--- config.mk ---
export PLATFORM = sky130hd
export DESIGN_NAME = seg7_scan_driver
export DESIGN_NICKNAME = d
export VERILOG_FILES = /design/src/rtl/seg7_scan_driver.sv
export SDC_FILE = /design/constraint.sdc
export NUM_CORES = 1
export LEC_CHECK = 0
export CAP_MARGIN = 20
export CORE_UTILIZATION = 30
export DETAILED_ROUTE_END_ITERATION = 8
export PLACE_DENSITY_LB_ADDON = 0.3
export SETUP_SLACK_MARGIN = 0.05
export SYNTH_ARGS = -nofsm -noshare
export SYNTH_HDL_FRONTEND = slang
export SYNTH_SLANG_ARGS = --single-unit
export TNS_END_PERCENT = 20
--- constraint.sdc ---
create_clock -name Clk -period 3.2 [get_ports Clk]
set_input_delay 0.64 -clock Clk [delete_from_list [all_inputs] [get_ports Clk]]
set_output_delay 0.64 -clock Clk [all_outputs]
set_load 0.1 [all_outputs]
--- src/rtl/seg7_scan_driver.sv ---
// -----------------------------------------------------------------------------
// seg7_scan_driver
//
// Display sink for the CPU write-back stage. It accepts a 32-bit value over a
// valid/ready handshake and holds off the producer for MIN_DWELL cycles after
// every accepted value. It scans the held value as 8 hex digits onto a
// common-anode seven-segment display, with one digit enabled at a time.
//
// Parameters:
//   REFRESH_DIV - cycles each digit stays enabled (>= 1)
//   MIN_DWELL   - cycles disp_ready stays low after an accept (0 = no hold-off)
//   BLANK_LZ    - 1 blanks leading-zero digits above digit 0
//
// Ports:
//   Clk        in   1   system clock, rising edge
//   Rst        in   1   asynchronous active-low reset
//   disp_valid in   1   producer offers disp_data
//   disp_ready out  1   driver can accept a value this cycle
//   disp_data  in  32   value to show; nibble i -> digit i (digit 0 rightmost)
//   out7       out  7   segments, active low, bit6=a .. bit0=g
//   en_out     out  8   digit enables, active low, bit i -> digit i
// -----------------------------------------------------------------------------
module seg7_scan_driver #(
    parameter int REFRESH_DIV = 100000,
    parameter int MIN_DWELL   = 50000000,
    parameter int BLANK_LZ    = 1
) (
    input  logic        Clk,
    input  logic        Rst,
    input  logic        disp_valid,
    output logic        disp_ready,
    input  logic [31:0] disp_data,
    output logic [6:0]  out7,
    output logic [7:0]  en_out
);

    localparam int RW = (REFRESH_DIV > 1) ? $clog2(REFRESH_DIV) : 1;
    localparam int DW = (MIN_DWELL > 1) ? $clog2(MIN_DWELL) : 1;
    localparam logic [RW-1:0] REFRESH_LAST = RW'(REFRESH_DIV - 1);
    // The dwell counter counts down from MIN_DWELL-1 to 0 while ready is low,
    // so ready is low for exactly MIN_DWELL sampling edges.
    localparam logic [DW-1:0] DWELL_LOAD = DW'((MIN_DWELL > 0) ? (MIN_DWELL - 1) : 0);

    // Hex digit to active-low segment pattern, order abcdefg.
    function automatic logic [6:0] seg_decode(input logic [3:0] nib);
        logic [6:0] seg;
        case (nib)
            4'h0:    seg = 7'b0000001;
            4'h1:    seg = 7'b1001111;
            4'h2:    seg = 7'b0010010;
            4'h3:    seg = 7'b0000110;
            4'h4:    seg = 7'b1001100;
            4'h5:    seg = 7'b0100100;
            4'h6:    seg = 7'b0100000;
            4'h7:    seg = 7'b0001111;
            4'h8:    seg = 7'b0000000;
            4'h9:    seg = 7'b0000100;
            4'hA:    seg = 7'b0001000;
            4'hB:    seg = 7'b1100000;
            4'hC:    seg = 7'b0110001;
            4'hD:    seg = 7'b1000010;
            4'hE:    seg = 7'b0110000;
            4'hF:    seg = 7'b0111000;
            default: seg = 7'b1111111;
        endcase
        return seg;
    endfunction

    logic [31:0]   r_shown;
    logic [2:0]    r_idx;
    logic [RW-1:0] r_refresh_cnt;
    logic [DW-1:0] r_dwell_cnt;
    logic          r_ready;
    logic [6:0]    r_out7;
    logic [7:0]    r_en_out;

    logic          w_transfer;
    logic [31:0]   w_shifted;
    logic          w_blank;
    logic [6:0]    w_seg;
    logic [7:0]    w_en;

    assign w_transfer = disp_valid & r_ready;

    // Shifting the current digit down to bit 0 gives both its nibble and,
    // through the remaining upper bits, whether it is a leading zero.
    assign w_shifted  = r_shown >> {r_idx, 2'b00};
    assign w_blank    = (BLANK_LZ != 0) && (r_idx != 3'd0) && (w_shifted == 32'd0);
    assign w_en       = ~(8'b0000_0001 << r_idx);

    // Segment pattern for the digit currently indexed, including blanking.
    always_comb begin
        w_seg = 7'h7F;
        if (w_blank) begin
            w_seg = 7'h7F;
        end else begin
            w_seg = seg_decode(w_shifted[3:0]);
        end
    end

    // Refresh counter and scan index; free-running, unaffected by transfers.
    always_ff @(posedge Clk or negedge Rst) begin
        if (!Rst) begin
            r_refresh_cnt <= {RW{1'b0}};
            r_idx         <= 3'd0;
        end else if (r_refresh_cnt == REFRESH_LAST) begin
            r_refresh_cnt <= {RW{1'b0}};
            r_idx         <= r_idx + 3'd1;
        end else begin
            r_refresh_cnt <= r_refresh_cnt + RW'(1);
        end
    end

    // Handshake capture and post-accept dwell hold-off.
    always_ff @(posedge Clk or negedge Rst) begin
        if (!Rst) begin
            r_shown     <= 32'd0;
            r_ready     <= 1'b1;
            r_dwell_cnt <= {DW{1'b0}};
        end else if (!r_ready) begin
            if (r_dwell_cnt == {DW{1'b0}}) begin
                r_ready <= 1'b1;
            end else begin
                r_dwell_cnt <= r_dwell_cnt - DW'(1);
            end
        end else if (w_transfer) begin
            r_shown <= disp_data;
            if (MIN_DWELL > 0) begin
                r_ready     <= 1'b0;
                r_dwell_cnt <= DWELL_LOAD;
            end else begin
                r_ready <= 1'b1;
            end
        end else begin
            r_ready <= 1'b1;
        end
    end

    // Registered display outputs, one cycle behind index and shown value.
    always_ff @(posedge Clk or negedge Rst) begin
        if (!Rst) begin
            r_out7   <= 7'h7F;
            r_en_out <= 8'hFF;
        end else begin
            r_out7   <= w_seg;
            r_en_out <= w_en;
        end
    end

    assign disp_ready = r_ready;
    assign out7       = r_out7;
    assign en_out     = r_en_out;

endmodule

==> implementation parameters <==
Parameter                              Value

Yosys
  Proportion of register bits with asynchronous set or reset after synthesis    100%
  Number of storage elements in the synthesis netlist    94
  Post-synthesis area per instance    11.5 sq um
  EDFF count, synth    0
  Cells after synthesis    414
  Primary FF master, synth    sky130_fd_sc_hd__dfrtp_1
  Synthesized cell area    0.00474 sq mm
  Post-Synthesis Net Count    463
  Distinct cell type count of the synthesized netlist    59
  Cell type with the largest total area after synthesis    sky130_fd_sc_hd__dfrtp_1
  Top cell type's share of synthesized area    41.1%
  Synth top area cells    sky130_fd_sc_hd__dfrtp_1 41%, sky130_fd_sc_hd__dfstp_2 8.9%, sky130_fd_sc_hd__mux2_2 7.6%
  Count of synthesis-stage warnings from yosys    0
  Fraction of the yosys area taken by sequential cells    50.0%

Cells and area
  Most common cell after layout, fill and taps aside    sky130_fd_sc_hd__dfrtp_1
  Final instance area    0.00575 sq mm
  Number of fill cells in the layout    1,528
  Number of standard cells in the final layout excluding fillers    683
  Share of layout cells above drive strength 1    23.3%
  Top library cells by usage in the layout, fill and taps aside    78 x sky130_fd_sc_hd__dfrtp_1, 39 x sky130_fd_sc_hd__nand2_1, 33 x sky130_fd_sc_hd__clkdlybuf4s50_1
  Number of antenna repair diodes    0
  Number of nets in the final layout    516
  Util after Layout    37.6%
  Layout-stage area growth over the synthesis result    21.2%

GRT
  Met2 routing resource usage after global routing    22.3%
  Antenna violations before repair    0
  Via count of the first global-routing pass    3,357
  Global routing met1 resource utilization    16.6%
  Residual overflow from global routing    0
  GRT Total Usage    13.4%
  Largest net degree at the start of global routing    85
  GRT met3 Usage    4.13%
  Wire length of the first global-routing pass    16,900 um
  Most Used Layer, Global Route    met2

Power and ir drop
  Total chip power    2.34 mW
  Worst IR Drop VDD    0.240 mV
  Part of the power in combinational logic    3.2%
  Power Dens Cells    407 mW/mm^2
  Switching power share of the total    21.4%
  Internal power    1.84 mW
  Switch Pwr    0.501 mW
  Leakage Power    2.51 nW
  Clock share of power    46.1%
  Sequential Power Share    50.8%

Floorplan
  Number of placement rows    45
  Area of the core    0.0153 sq mm
  Initial Util    31.0%
  Die Footprint    0.0163 sq mm
  I/O pin total    51
  Die width    128 um
  Y dimension of the die    128 um

CTS
  Clock Root Buffer    sky130_fd_sc_hd__clkbuf_16
  Clock network latency to the later pin of the worst-skew pair    350 ps
  Count of instances resized after the clock tree is built    0
  TritonCTS clock tree    done
  Number of clock buffers inserted by TritonCTS    9
  H-tree level count    3
  CTS Hold Bufs    0
  Clock buffer depth    2
  Sink Count    94
  Worst-path clk slew    70 ps
  Post-CTS setup-driven buffer insertion count    0

Placement
  DPL Wire Length    7080 um
  Post-placement cell area    0.00543 sq mm
  Number of instances in the placed design    666
  GPL Wtd Cong    0.863
  Worst Setup Slack post-DPL    571 ps
  Number of buffers inserted by port buffering    50

Setup path
  Worst reg2reg path depth    6
  Reg-to-Reg Start    r_idx[0]$_DFFE_PN0N_
  Crit start category    register
  Crit Reg-Reg Endpoint    out7[6]$_DFF_PN1_
  Critical path data arrival time    2900 ps
  Required time at the endpoint of the critical path    3460 ps
  Type of the worst setup path    register to register
  Reg2Reg Setup Slack    570 ps
  Setup crit end kind    register
  Critical Path Fanout Max    18

Timing
  Final hold violations    0
  Ratio of final minimum period to clock period    82.2%
  Time the final worst path needs with I/O delays and setup    2630 ps
  Final hold slack    134 ps
  Clock skew    6.43 ps
  Pins over their slew limit    0
  Post-route setup TNS    0 ps
  Worst setup margin    569 ps
  Max_slew headroom    45.7%
  Highest clock frequency the design can meet    0.380 GHz
  Setup-violating endpoint count in the final report    0
  Least-Margin Pin Slew    809 ps
  RSZ-0062 raised after global routing    no

Drt
  Ratio of routed vias to standard cells    4.90
  Post-route ant nets    0
  Total detailed-routing wirelength    9930 um
  Via count    3,346
  Number of DRC markers after the initial detailed-route iteration    169
  Wire per inst    14.5 um
  Number of iterations in the first detailed-routing pass    4
  Final routed DRC violation total    0

Flow run
  Max cap viols    0

Run status
  Result of the run    finished clean

Hold path
  Tightest Hold Check Type    primary input to async pin
Yosys cell counts, types with 5 or more instances:
master                      n
sky130_fd_sc_hd__a21oi_1    6
sky130_fd_sc_hd__and3_1     7
sky130_fd_sc_hd__clkbuf_1   6
sky130_fd_sc_hd__dfrtp_1   78
sky130_fd_sc_hd__dfstp_2   16
sky130_fd_sc_hd__ha_1      14
sky130_fd_sc_hd__inv_1     13
sky130_fd_sc_hd__mux2_2    32
sky130_fd_sc_hd__mux4_2     8
sky130_fd_sc_hd__nand2_1   40
sky130_fd_sc_hd__nand3_1   16
sky130_fd_sc_hd__nor2_1    32
sky130_fd_sc_hd__nor2b_1    5
sky130_fd_sc_hd__nor3_1    14
sky130_fd_sc_hd__nor3b_1    5
sky130_fd_sc_hd__nor4_1     7
sky130_fd_sc_hd__o21ai_0   15
sky130_fd_sc_hd__xnor2_1    9
sky130_fd_sc_hd__xor2_1    18
critical path: stages (launching register included):
cell	delay, ps
sky130_fd_sc_hd__dfrtp_1	560
sky130_fd_sc_hd__buf_4	310
sky130_fd_sc_hd__mux4_2	560
sky130_fd_sc_hd__mux2i_2	360
sky130_fd_sc_hd__nor2b_1	310
sky130_fd_sc_hd__nor3_1	80
sky130_fd_sc_hd__or3_1	360
kinds of logic after synthesis:
group / Yosys count / synth area share, %
compound gates: 48 / 6.96
xor+xnor: 27 / 4.98
fa+ha+maj: 14 / 3.69
buf+inv: 27 / 2.95
flops: 94 / 50.0
mux: 47 / 13.5
simple gates: 157 / 17.9
worst max-delay path by stage:
stage                   endpoint  cells past startpoint                  from
2_1_floorplan  out7[3]$_DFF_PN1_                     11  r_idx[0]$_DFFE_PN0N_
3_3_place_gp   out7[6]$_DFF_PN1_                      6  r_idx[0]$_DFFE_PN0N_
3_5_place_dp   out7[6]$_DFF_PN1_                      6  r_idx[0]$_DFFE_PN0N_
4_1_cts        out7[6]$_DFF_PN1_                      6  r_idx[0]$_DFFE_PN0N_
5_1_grt        out7[6]$_DFF_PN1_                      6  r_idx[0]$_DFFE_PN0N_
6_report       out7[6]$_DFF_PN1_                      6  r_idx[0]$_DFFE_PN0N_
cell type report:
cell class	count	area, sq um	area share, %
sequential	94	2370	41.2
multi-input combinational	293	2230	38.9
timing repair buffer	56	536	9.31
tap	211	264	4.59
clock buffer	10	229	3.98
clock inverter	6	67.6	1.17
inverter	13	48.8	0.848
routing by layer:
layer  up-vias  share of wire [%]  routed length (um)
li1       1590                  -                   -
met1      1685                 46                4520
met2        60                 49                4860
met3        11                4.5                 448
met4         0               0.94                  93
met5         -                  0                   0
power groups by stage:
| stage | Sequential (mW) | Clock [mW] | Combinational [mW] |
|---|---|---|---|
| 2_1_floorplan | 1.21 | 0 | 0.000444 |
| 3_3_place_gp | 1.21 | 0 | 0.0721 |
| 3_5_place_dp | 1.21 | 0 | 0.0730 |
| 4_1_cts | 1.19 | 1.12 | 0.0732 |
| 5_1_grt | 1.19 | 1.17 | 0.0822 |
| 6_report | 1.19 | 1.08 | 0.0738 |
registers in the layout (all words and copies together), names as in the netlist:
name	count
r_shown	32
r_refresh_cnt	17
out7	7
en_out	8
disp_ready	1
r_idx	3
r_dwell_cnt	26
(Power assumes the default switching activity.)
